[src/rtl/video_capture_pkg.sv]
// video_capture_pkg: shared token/FSM types and token width helper
// Contents:
//   tok_type_e - token kind carried in the upper two bits of each FIFO word
//   state_e    - capture FSM states
//   tok_width  - FIFO word width for a given colour channel width
package video_capture_pkg;
    typedef enum logic [1:0] {
        TOK_PIX   = 2'b00,
        TOK_LINE  = 2'b01,
        TOK_FRAME = 2'b10
    } tok_type_e;

    typedef enum logic [1:0] {
        S_IDLE,
        S_SKIP,
        S_CAPTURE,
        S_DONE
    } state_e;

    function automatic int tok_width(input int color_w);
        return 2 + 3 * color_w;
    endfunction
endpackage

[src/rtl/sync_fifo.sv]
// sync_fifo: first-word-fall-through synchronous FIFO
// Ports:
//   clk, rst      - clock, synchronous active-high reset (empties the FIFO)
//   push, push_data - write request; ignored when full unless a pop happens too
//   pop           - read request; ignored when empty
//   pop_data      - head word, zero while empty
//   count         - number of stored words (0..DEPTH)
module sync_fifo #(
    parameter int WIDTH = 8,
    parameter int DEPTH = 16
) (
    input  logic                     clk,
    input  logic                     rst,
    input  logic                     push,
    input  logic [WIDTH-1:0]         push_data,
    input  logic                     pop,
    output logic [WIDTH-1:0]         pop_data,
    output logic [$clog2(DEPTH):0]   count
);
    localparam int AW = $clog2(DEPTH);

    logic [WIDTH-1:0] mem [DEPTH];
    logic [AW-1:0]    wr_ptr, rd_ptr;
    logic             do_pop, do_push;

    assign do_pop   = pop && count != 0;
    // a pop in the same cycle frees the slot, so a full FIFO still accepts
    assign do_push  = push && (count != (AW+1)'(DEPTH) || do_pop);
    assign pop_data = count != 0 ? mem[rd_ptr] : '0;

    always_ff @(posedge clk) begin
        if (rst) begin
            wr_ptr <= '0;
            rd_ptr <= '0;
            count  <= '0;
        end else begin
            if (do_push) begin
                mem[wr_ptr] <= push_data;
                wr_ptr      <= wr_ptr + 1'b1;
            end
            if (do_pop)
                rd_ptr <= rd_ptr + 1'b1;
            count <= count + (AW+1)'(do_push) - (AW+1)'(do_pop);
        end
    end
endmodule

[src/rtl/video_capture.sv]
// video_capture: turns pixel/line/frame strobes into a token stream
// Ports:
//   clk_main, reset         - system clock, synchronous active-high reset
//   pix_en, nhbk, hvot      - pixel clock level, line blank (low), frame end (low)
//   video_r/g/b             - pixel colour, sampled on the pixel edge cycle
//   arm                     - 1 runs skip/capture, 0 returns to idle
//   tok_ready, tok_valid    - token handshake
//   tok_type, tok_data      - token kind and {r,g,b} payload (zero for LINE/FRAME)
//   overflow                - sticky, a token was dropped
//   done, frame_cnt         - capture finished, frames captured since arm
import video_capture_pkg::*;
module video_capture #(
    parameter int COLOR_W     = 6,
    parameter int FIFO_DEPTH  = 16,
    parameter int SKIP_FRAMES = 1,
    parameter int NUM_FRAMES  = 1
) (
    input  logic                   clk_main,
    input  logic                   reset,
    input  logic                   pix_en,
    input  logic                   nhbk,
    input  logic                   hvot,
    input  logic [COLOR_W-1:0]     video_r,
    input  logic [COLOR_W-1:0]     video_g,
    input  logic [COLOR_W-1:0]     video_b,
    input  logic                   arm,
    input  logic                   tok_ready,
    output logic                   tok_valid,
    output logic [1:0]             tok_type,
    output logic [3*COLOR_W-1:0]   tok_data,
    output logic                   overflow,
    output logic                   done,
    output logic [7:0]             frame_cnt
);
    localparam int DW = 3 * COLOR_W;
    localparam int TW = tok_width(COLOR_W);
    localparam int CW = $clog2(FIFO_DEPTH) + 1;

    state_e          state, state_n;
    logic [3:0]      skip, skip_n;
    logic [7:0]      cnt_n;
    logic            pix_q, nhbk_q, hvot_q, primed;
    logic            pe, le, fe, cap;
    logic [TW-1:0]   pend [2];
    logic [TW-1:0]   pend_n [2];
    logic [1:0]      pend_v, pend_v_n;
    logic [TW-1:0]   cand [5];
    logic [4:0]      cand_v;
    logic [2:0]      n;
    logic            push, drop, full;
    logic [TW-1:0]   push_tok, fifo_out;
    logic [CW-1:0]   fifo_count;

    // primed masks a frame edge that would otherwise appear if hvot is low at reset release
    assign pe  = primed & pix_en & ~pix_q;
    assign le  = primed & nhbk & ~nhbk_q;
    assign fe  = primed & ~hvot & hvot_q;
    assign cap = arm && state == S_CAPTURE;

    // older pending tokens go first, then new events in FRAME, LINE, PIX order;
    // the first goes to the FIFO, the next two are held, anything beyond is lost
    always_comb begin
        cand[0]     = pend[0];
        cand[1]     = pend[1];
        cand[2]     = {TOK_FRAME, {DW{1'b0}}};
        cand[3]     = {TOK_LINE, {DW{1'b0}}};
        cand[4]     = {TOK_PIX, video_r, video_g, video_b};
        cand_v      = {cap & pe, cap & le, cap & fe, pend_v[1], pend_v[0]};
        push        = 1'b0;
        push_tok    = '0;
        pend_n[0]   = '0;
        pend_n[1]   = '0;
        pend_v_n    = '0;
        drop        = 1'b0;
        n           = '0;
        for (int i = 0; i < 5; i++)
            if (cand_v[i]) begin
                if (n == 0) begin
                    push     = 1'b1;
                    push_tok = cand[i];
                end else if (n == 1) begin
                    pend_n[0]   = cand[i];
                    pend_v_n[0] = 1'b1;
                end else if (n == 2) begin
                    pend_n[1]   = cand[i];
                    pend_v_n[1] = 1'b1;
                end else
                    drop = 1'b1;
                n = n + 3'd1;
            end
    end

    always_comb begin
        state_n = state;
        skip_n  = skip;
        cnt_n   = frame_cnt;
        case (state)
            S_IDLE:
                if (arm) begin
                    state_n = SKIP_FRAMES > 0 ? S_SKIP : S_CAPTURE;
                    skip_n  = '0;
                    cnt_n   = '0;
                end
            S_SKIP:
                if (fe) begin
                    skip_n = skip + 4'd1;
                    if ({1'b0, skip} + 5'd1 == 5'(SKIP_FRAMES))
                        state_n = S_CAPTURE;
                end
            S_CAPTURE:
                if (fe) begin
                    cnt_n = frame_cnt == 8'hFF ? frame_cnt : frame_cnt + 8'd1;
                    if (NUM_FRAMES != 0 && {1'b0, frame_cnt} + 9'd1 == 9'(NUM_FRAMES))
                        state_n = S_DONE;
                end
            default: ;
        endcase
        if (!arm)
            state_n = S_IDLE;
    end

    assign full = fifo_count == CW'(FIFO_DEPTH);

    always_ff @(posedge clk_main) begin
        if (reset) begin
            state     <= S_IDLE;
            skip      <= '0;
            frame_cnt <= '0;
            pix_q     <= 1'b1;
            nhbk_q    <= 1'b1;
            hvot_q    <= 1'b1;
            primed    <= 1'b0;
            pend_v    <= '0;
            overflow  <= 1'b0;
        end else begin
            state     <= state_n;
            skip      <= skip_n;
            frame_cnt <= cnt_n;
            pix_q     <= pix_en;
            nhbk_q    <= nhbk;
            hvot_q    <= hvot;
            primed    <= 1'b1;
            pend_v    <= pend_v_n;
            pend[0]   <= pend_n[0];
            pend[1]   <= pend_n[1];
            overflow  <= overflow | drop | (push & full & ~tok_ready);
        end
    end

    sync_fifo #(.WIDTH(TW), .DEPTH(FIFO_DEPTH)) u_fifo (
        .clk       (clk_main),
        .rst       (reset),
        .push      (push),
        .push_data (push_tok),
        .pop       (tok_ready),
        .pop_data  (fifo_out),
        .count     (fifo_count)
    );

    assign tok_valid = fifo_count != 0;
    assign tok_type  = fifo_out[TW-1 -: 2];
    assign tok_data  = fifo_out[DW-1:0];
    assign done      = state == S_DONE;
endmodule

[config.mk]
export PLATFORM = sky130hd
export DESIGN_NAME = video_capture
export DESIGN_NICKNAME = d
export VERILOG_FILES = /design/src/rtl/video_capture_pkg.sv /design/src/rtl/sync_fifo.sv /design/src/rtl/video_capture.sv
export SDC_FILE = /design/constraint.sdc
export NUM_CORES = 1
export LEC_CHECK = 0
export CAP_MARGIN = 20
export CORE_MARGIN = 3
export CORE_UTILIZATION = 40
export CTS_CLUSTER_DIAMETER = 80
export CTS_CLUSTER_SIZE = 10
export DETAILED_ROUTE_END_ITERATION = 10
export GPL_TIMING_DRIVEN = 0
export HOLD_SLACK_MARGIN = 0.12
export PLACE_DENSITY = 0.55
export SYNTH_ARGS = -nofsm -noshare
export SYNTH_HDL_FRONTEND = slang
export SYNTH_HIERARCHICAL = 1
export SYNTH_SLANG_ARGS = --single-unit
[constraint.sdc]
create_clock -name clk_main -period 4.65 [get_ports clk_main]
set_input_delay 0.6975 -clock clk_main [delete_from_list [all_inputs] [get_ports clk_main]]
set_output_delay 0.6975 -clock clk_main [all_outputs]
set_load 0.05 [all_outputs]
==> Word-level counts from Yosys, hierarchy flattened <==
Memory sizes are Yosys's and may differ from the RTL's. A register that Yosys moved wholly into a read port is not among the register bits.
Index checks and enable logic that the tools add are counted.
{ "word_totals": {"register_bits": 34, "ramBits": 360, "out_inout_bits": 31, "elab_cells": 179, "n_memories": 2} }
{ "mem_list": {"columns": ["memory", "words", "width", "rd", "rd_ports_with_merged_regs", "wr", "line", "text"], "rows": [
  ["u_fifo.mem", 16, 20, 1, 1, 1, "sync_fifo.sv:22", "logic [WIDTH-1:0] mem [DEPTH];"],
  ["pend", 2, 20, 2, 0, 2, "video_capture.sv:44", "logic [TW-1:0] pend [2];"]
]} }
{ "op_classes": {"addsub": 11, "n_eq_ne": 22, "mux": 97, "bitwise": 18, "reduce_logical": 17} }
{ "ops": {"columns": ["cell", "n"], "rows": [
  ["20-bit 2-to-1 mux", 22],
  ["40-bit 2-to-1 mux", 8],
  ["1-bit 2-to-1 mux", 42],
  ["2-bit 2-to-1 mux", 12],
  ["8-bit 2-to-1 mux", 3],
  ["4-bit 2-to-1 mux", 4],
  ["8-bit case mux with 2 select lines", 1],
  ["4-bit by 1-bit adder with 4-bit output (second input constant)", 3],
  ["3-bit by 1-bit equality test with 1-bit output (second input constant)", 4],
  ["3-bit by 2-bit equality test with 1-bit output (second input constant)", 4],
  ["3-bit logical NOT", 4],
  ["1-bit AND", 11],
  ["2-bit inequality test (second input constant)", 5],
  ["3-bit by 1-bit adder with 3-bit output (second input constant)", 3],
  ["8-bit by 1-bit adder with 9-bit output (second input constant)", 1],
  ["9-bit by 1-bit equality test with 1-bit output (second input constant)", 1],
  ["3-bit 2-to-1 mux", 3],
  ["8-bit by 1-bit adder with 8-bit output (second input constant)", 1],
  ["8-bit equality test (second input constant)", 1],
  ["4-bit case mux with 2 select lines", 1],
  ["2-bit case mux with 3 select lines", 1],
  ["4-bit by 1-bit adder with 5-bit output (second input constant)", 1],
  ["5-bit by 1-bit adder with 5-bit output", 1],
  ["5-bit by 1-bit equality test with 1-bit output (second input constant)", 1],
  ["18 further kinds", 27]
]} }

==> Longest topological paths before layout <==
{ "logic_depth": {"depth_word": 20, "mapped_depth": 22} }

==> Cells and area by module <==
Netlist, hierarchy kept.
{ "by_module_without_submodules": {"columns": ["mod", "instances", "cells_per_inst", "area_each_um2", "seq_area_each_um2"], "rows": [
  ["sync_fifo", 1, 674, 13115.1, 9949.5],
  ["video_capture", 1, 339, 3512.1, 1621.6]
]} }

==> Least setup slack after synthesis <==
Ideal clock, no wire load.
{ "synth_path": {"path_type": "flip-flop to flip-flop", "from": "register state[0]", "to": "memory u_fifo/mem[0][0] (netlist bit) (enable)", "setup_time_ps": 422, "arrival_ps": 4626, "required_time_ps": 4228, "path_slack_ps": -398, "path_stages_with_launch": 17, "n_path_buf": 2, "path_cell_list": "dfxtp_1 inv_1 ha_1 and3_1 buf_2 nand2_1 inv_2 fa_1 buf_1 and3b_1 nand3_1 o311a_1 nand3_1 inv_1 a211oi_1 nand2_1 nor3_1"} }
{ "synth_between": {"elab_chain_len": 13} }
{ "synth_rtl": {"columns": ["item", "line", "text"], "rows": [
  ["start: declaration", "video_capture.sv:39", "state_e state, state_n;"],
  ["start signal: assignment", "video_capture.sv:136", "state <= state_n;"],
  ["2-bit equality test *", "video_capture.sv:58", "assign cap = arm && state == S_CAPTURE;"],
  ["1-bit logical AND *", "video_capture.sv:58", null],
  ["1-bit AND", "video_capture.sv:68", "cand_v = {cap & pe, cap & le, cap & fe, pend_v[1], pend_v[0]};"],
  ["3-bit 2-to-1 mux", "video_capture.sv:77", "if (cand_v[i]) begin"],
  ["3-bit by 1-bit adder with 3-bit output or 3-bit logical NOT (tied branches)", "video_capture.sv:89, video_capture.sv:78", null],
  ["3-bit 2-to-1 mux or 1-bit 2-to-1 mux (tied branches)", "video_capture.sv:77, video_capture.sv:78", null],
  ["3-bit logical NOT or 1-bit 2-to-1 mux (tied branches)", "video_capture.sv:78, video_capture.sv:77", null],
  ["1-bit 2-to-1 mux", "video_capture.sv:78", "if (n == 0) begin"],
  ["1-bit 2-to-1 mux *", "video_capture.sv:77", null],
  ["via push", "video_capture.sv:50", "logic push, drop, full;"],
  ["1-bit logical AND *", "sync_fifo.sv:28", "assign do_push = push && (count != (AW+1)'(DEPTH) || do_pop);"],
  ["1-bit 2-to-1 mux *", "sync_fifo.sv:37", "if (do_push) begin"],
  ["1-bit 2-to-1 mux *", "sync_fifo.sv:32", "if (rst) begin"],
  ["1-bit 2-to-1 mux (implied by the code) *", "sync_fifo.sv:38", "mem[wr_ptr] <= push_data;"],
  ["end: declaration", "sync_fifo.sv:22", null]
]} }
Mark *: on every way through the listed nets, which the timed path passes. The rest lies on a longest branch.

==> Worst setup path in the final report <==
{ "layout_path": {"from": "input port arm", "to": "memory u_fifo/mem[8][15] (netlist bit) (enable)"} }
{ "layout_between": {"elab_chain_len": 12} }
{ "layout_rtl": {"columns": ["item", "line", "text"], "rows": [
  ["start: declaration", "video_capture.sv:26", "input logic arm,"],
  ["1-bit logical AND *", "video_capture.sv:58", null],
  ["1-bit AND", "video_capture.sv:68", null],
  ["3-bit 2-to-1 mux", "video_capture.sv:77", null],
  ["3-bit by 1-bit adder with 3-bit output or 3-bit logical NOT (tied branches)", "video_capture.sv:89, video_capture.sv:78", null],
  ["3-bit 2-to-1 mux or 1-bit 2-to-1 mux (tied branches)", "video_capture.sv:77, video_capture.sv:78", null],
  ["3-bit logical NOT or 1-bit 2-to-1 mux (tied branches)", "video_capture.sv:78, video_capture.sv:77", null],
  ["1-bit 2-to-1 mux", "video_capture.sv:78", null],
  ["1-bit 2-to-1 mux *", "video_capture.sv:77", null],
  ["via push", "video_capture.sv:50", null],
  ["1-bit logical AND *", "sync_fifo.sv:28", null],
  ["1-bit 2-to-1 mux *", "sync_fifo.sv:37", null],
  ["1-bit 2-to-1 mux *", "sync_fifo.sv:32", null],
  ["1-bit 2-to-1 mux (implied by the code) *", "sync_fifo.sv:38", null]
]} }
Marks and branches as above.

==> flow_summary.toml <==
[grt]
gr-usage-all-layers_pct = 17.8
first_global_vias = 9519
grt_start_max_net_pins = 45
grt_pass1_wl_um = 59600
grt_remaining_overflow = 0
antenna_found_initial = 0

[detailed_routing]
drtAntennaViolNets = 0
vias = 9391
wirelength_um = 39300
routed_via_density = 5.47
wl_per_cell_um = 22.9
drc = 0
drtIter0Drc = 705
firstDrtPassIters = 5

[clocking]
cts-root-buf = "clkbuf_16"
clk_latency_ns = 0.55
cts_tree = "built"
cts.htree.levels = 2
clockBufferDepth = 3
clk_pin_slew_ns = 0.05
cts_buffers = 45
cts_sinks = 398

[layout]
nNetsFinal = 1220
diodes = 0
final_cell_mix = "edfxtp_1 (360), mux2i_1 (86), a22oi_1 (60)"
synthToLayoutAreaGrowth_pct = 20.0
finalCoreUtilization_pct = 48.7
n_fill_cell = 3503
drive_above_1_share_pct = 17.7
final_common_cell = "edfxtp_1"

[power]
p_sw_mw = 2.40
power_frac_comb_pct = 19.5
p_int_mw = 6.33
peakVddDrop_uv = 269
power.share.switching_pct = 27.4
p_per_area_nw_per_um2 = 438
power_mw = 8.73
seq_power_share_pct = 45.1
p_leak_nw = 7.11
pwr-share-clk_pct = 35.4

[synth]
synth_top_flop_cell = "edfxtp_1"
ys_warn_count = 6
async_flop_share_pct = 0
synth.top_cell.area_share_pct = 65.0
synth_top_area_cell = "edfxtp_1"
synth.net_count = 1064
synth_area_um2 = 16600
yosysSeqAreaShare_pct = 69.6
synth_area_leaders = "edfxtp_1 (65%), mux4_2 (5.4%), mux2i_1 (5.2%)"
synth_cell_types = 67
ys_ff_latch = 398
synth-edff-count = 360
syn_area_per_cell_um2 = 16.4
netlist_instances = 1013

[worst_setup_path]
r2r-start = "state[0]"
critical_path_class = "input port to register"
r2r-end = "u_fifo/mem[8][15]"
start_kind = "input port"
rr_worst_depth = 16
reg2reg_slack_ns = 0.12
worstPathArrival_ns = 4.82
end_kind = "register"
crit_path_max_fanout = 14
crit_required_ns = 4.90

[hold_path]
whs_endpoint = "state[0]"
hold_path_class = "register to register"
min_path_cells = 2
min_from = "state[0]"

[sta]
drv_slew = 0
period_share_pct = 98.3
clock.fmax_ghz = 0.219
setup-violations-final = 0
worstMarginPinSlew_ns = 1.04
fin_crit_ns = 4.57
clock_skew_ns = 0.0194
hold_slack_ns = 0.497
rsz0062_at_grt = "true"
slew_headroom_pct = 30.7
final_hold_viol_count = 0

[floorplanning]
num_rows = 74
io_pins = 56
initial_utilization_pct = 40.6
die_h_um = 210
fp.dieW_um = 210
core_um2 = 40900
fp.dieArea_um2 = 44000

[placed_design]
place_congestion = 0.820
port_buffers = 55
hpwl_um = 25100

[status]
status = "finished clean"

[job]
drv_cap = 0
## how the worst max path moves through the flow
stage,to,cells past startpoint,startpoint,slack [ns]
final,u_fifo/mem[8][15],15,arm,0.08
after global routing,u_fifo/mem[1][16],16,state[0],-0.08
after CTS,u_fifo/mem[8][3],16,state[0],0.003
after detailed placement,u_fifo/mem[13][16],16,arm,-1.15
after global placement,u_fifo/mem[4][14],15,arm,-2.00
after floorplan,u_fifo/mem[12][0],16,state[0],0.13
## critical path, stage by stage
cell and delay (ns):
clkdlybuf4s50_1 0.51, and3_1 0.25, buf_2 0.17, nand2_1 0.14, inv_2 0.09, fa_2 0.63, and3b_2 0.23, nand3_1 0.10
o311a_1 0.35, nand3_4 0.14, inv_1 0.08, a211oi_2 0.44, nand2_2 0.38, nor2_4 0.39, buf_16 0.20
## cell usage after synthesis, drive strengths merged (3+ instances only)
cell type,number
edfxtp,360
mux2i,86
a22oi,60
mux4,40
nor2,39
dfxtp,38
nand2,35
clkbuf,28
buf,27
and3,25
and2,24
ha,24
inv,23
a221o,20
a21oi,19
a22o,19
o2bb2ai,19
nand3,18
nor2b,13
o21ai,12
nand2b,8
nor3,7
or2,5
xor2,5
a211oi,4
nor4b,4
xnor2,4
a21o,3
a221oi,3
mux2,3
nand3b,3
nor3b,3
o211ai,3
## per-layer routing
metal	GRT usage (%)	up-vias	routed length [um]	part of all wire, %
met5	0	-	0	0
li1	-	4328	-	-
met1	24.7	4788	17700	45
met4	5.15	0	925	2.4
met3	2.83	52	1660	4.2
met2	29.1	223	19000	48
## registers in the layout (all words and copies together), names as in the netlist, 2 cells and up, named ones only
name / count
frame_cnt: 8
pend: 40
u_fifo/wr_ptr: 4
u_fifo/mem: 320
skip: 4
u_fifo/rd_ptr: 4
pend_v: 2
state: 2
u_fifo/count: 5
## repair_timing
action	4_1_cts	5_1_grt
hold buffers	0	0
setup buffers	14	5
pin swaps	9	5
cloned	5	0
gates resized for setup	19	6
setup endpoints to repair	321	321
## cell type report
cell class	instances	area [um^2]	share of cell area, %
buffer	54	290	1.46
tap	532	666	3.34
multi-input combinational	542	4910	24.6
timing repair buffer	105	1180	5.93
clock inverter	3	41.3	0.207
clock buffer	61	1200	6.00
sequential	398	11600	58.0
inverter	23	86.3	0.433
## power groups by stage
stage	logic (mW)	registers [mW]	clock network [mW]
floorplan	1.17	4.00	0
global placement	1.71	4.01	0
detailed placement	1.72	4.01	0
CTS	1.73	3.94	3.16
global route	1.83	3.94	3.31
finish	1.70	3.94	3.09
## per-stage QoR
step / area (um^2) / instances / TNS (ns) / setup slack [ns]
after floorplan: 16600 / 1013 / 0 / 0.133
after global placement: 17900 / 1600 / -626.94 / -2.00
after detailed placement: 18300 / 1622 / -316.34 / -1.15
after CTS: 19800 / 1704 / 0 / 0.00275
after global routing: 19900 / 1718 / -5.21 / -0.0784
final: 19900 / 1718 / 0 / 0.0811
## logic make-up after synthesis
| family | Yosys count | synth area share [%] |
|---|---|---|
| flops | 398 | 69.6 |
| xor+xnor | 9 | 0.474 |
| simple gates | 193 | 6.29 |
| fa+ha+maj | 27 | 2.11 |
| mux | 129 | 10.8 |
| compound gates | 179 | 8.45 |
| buf+inv | 78 | 2.29 |
(Power assumes the default switching activity.)
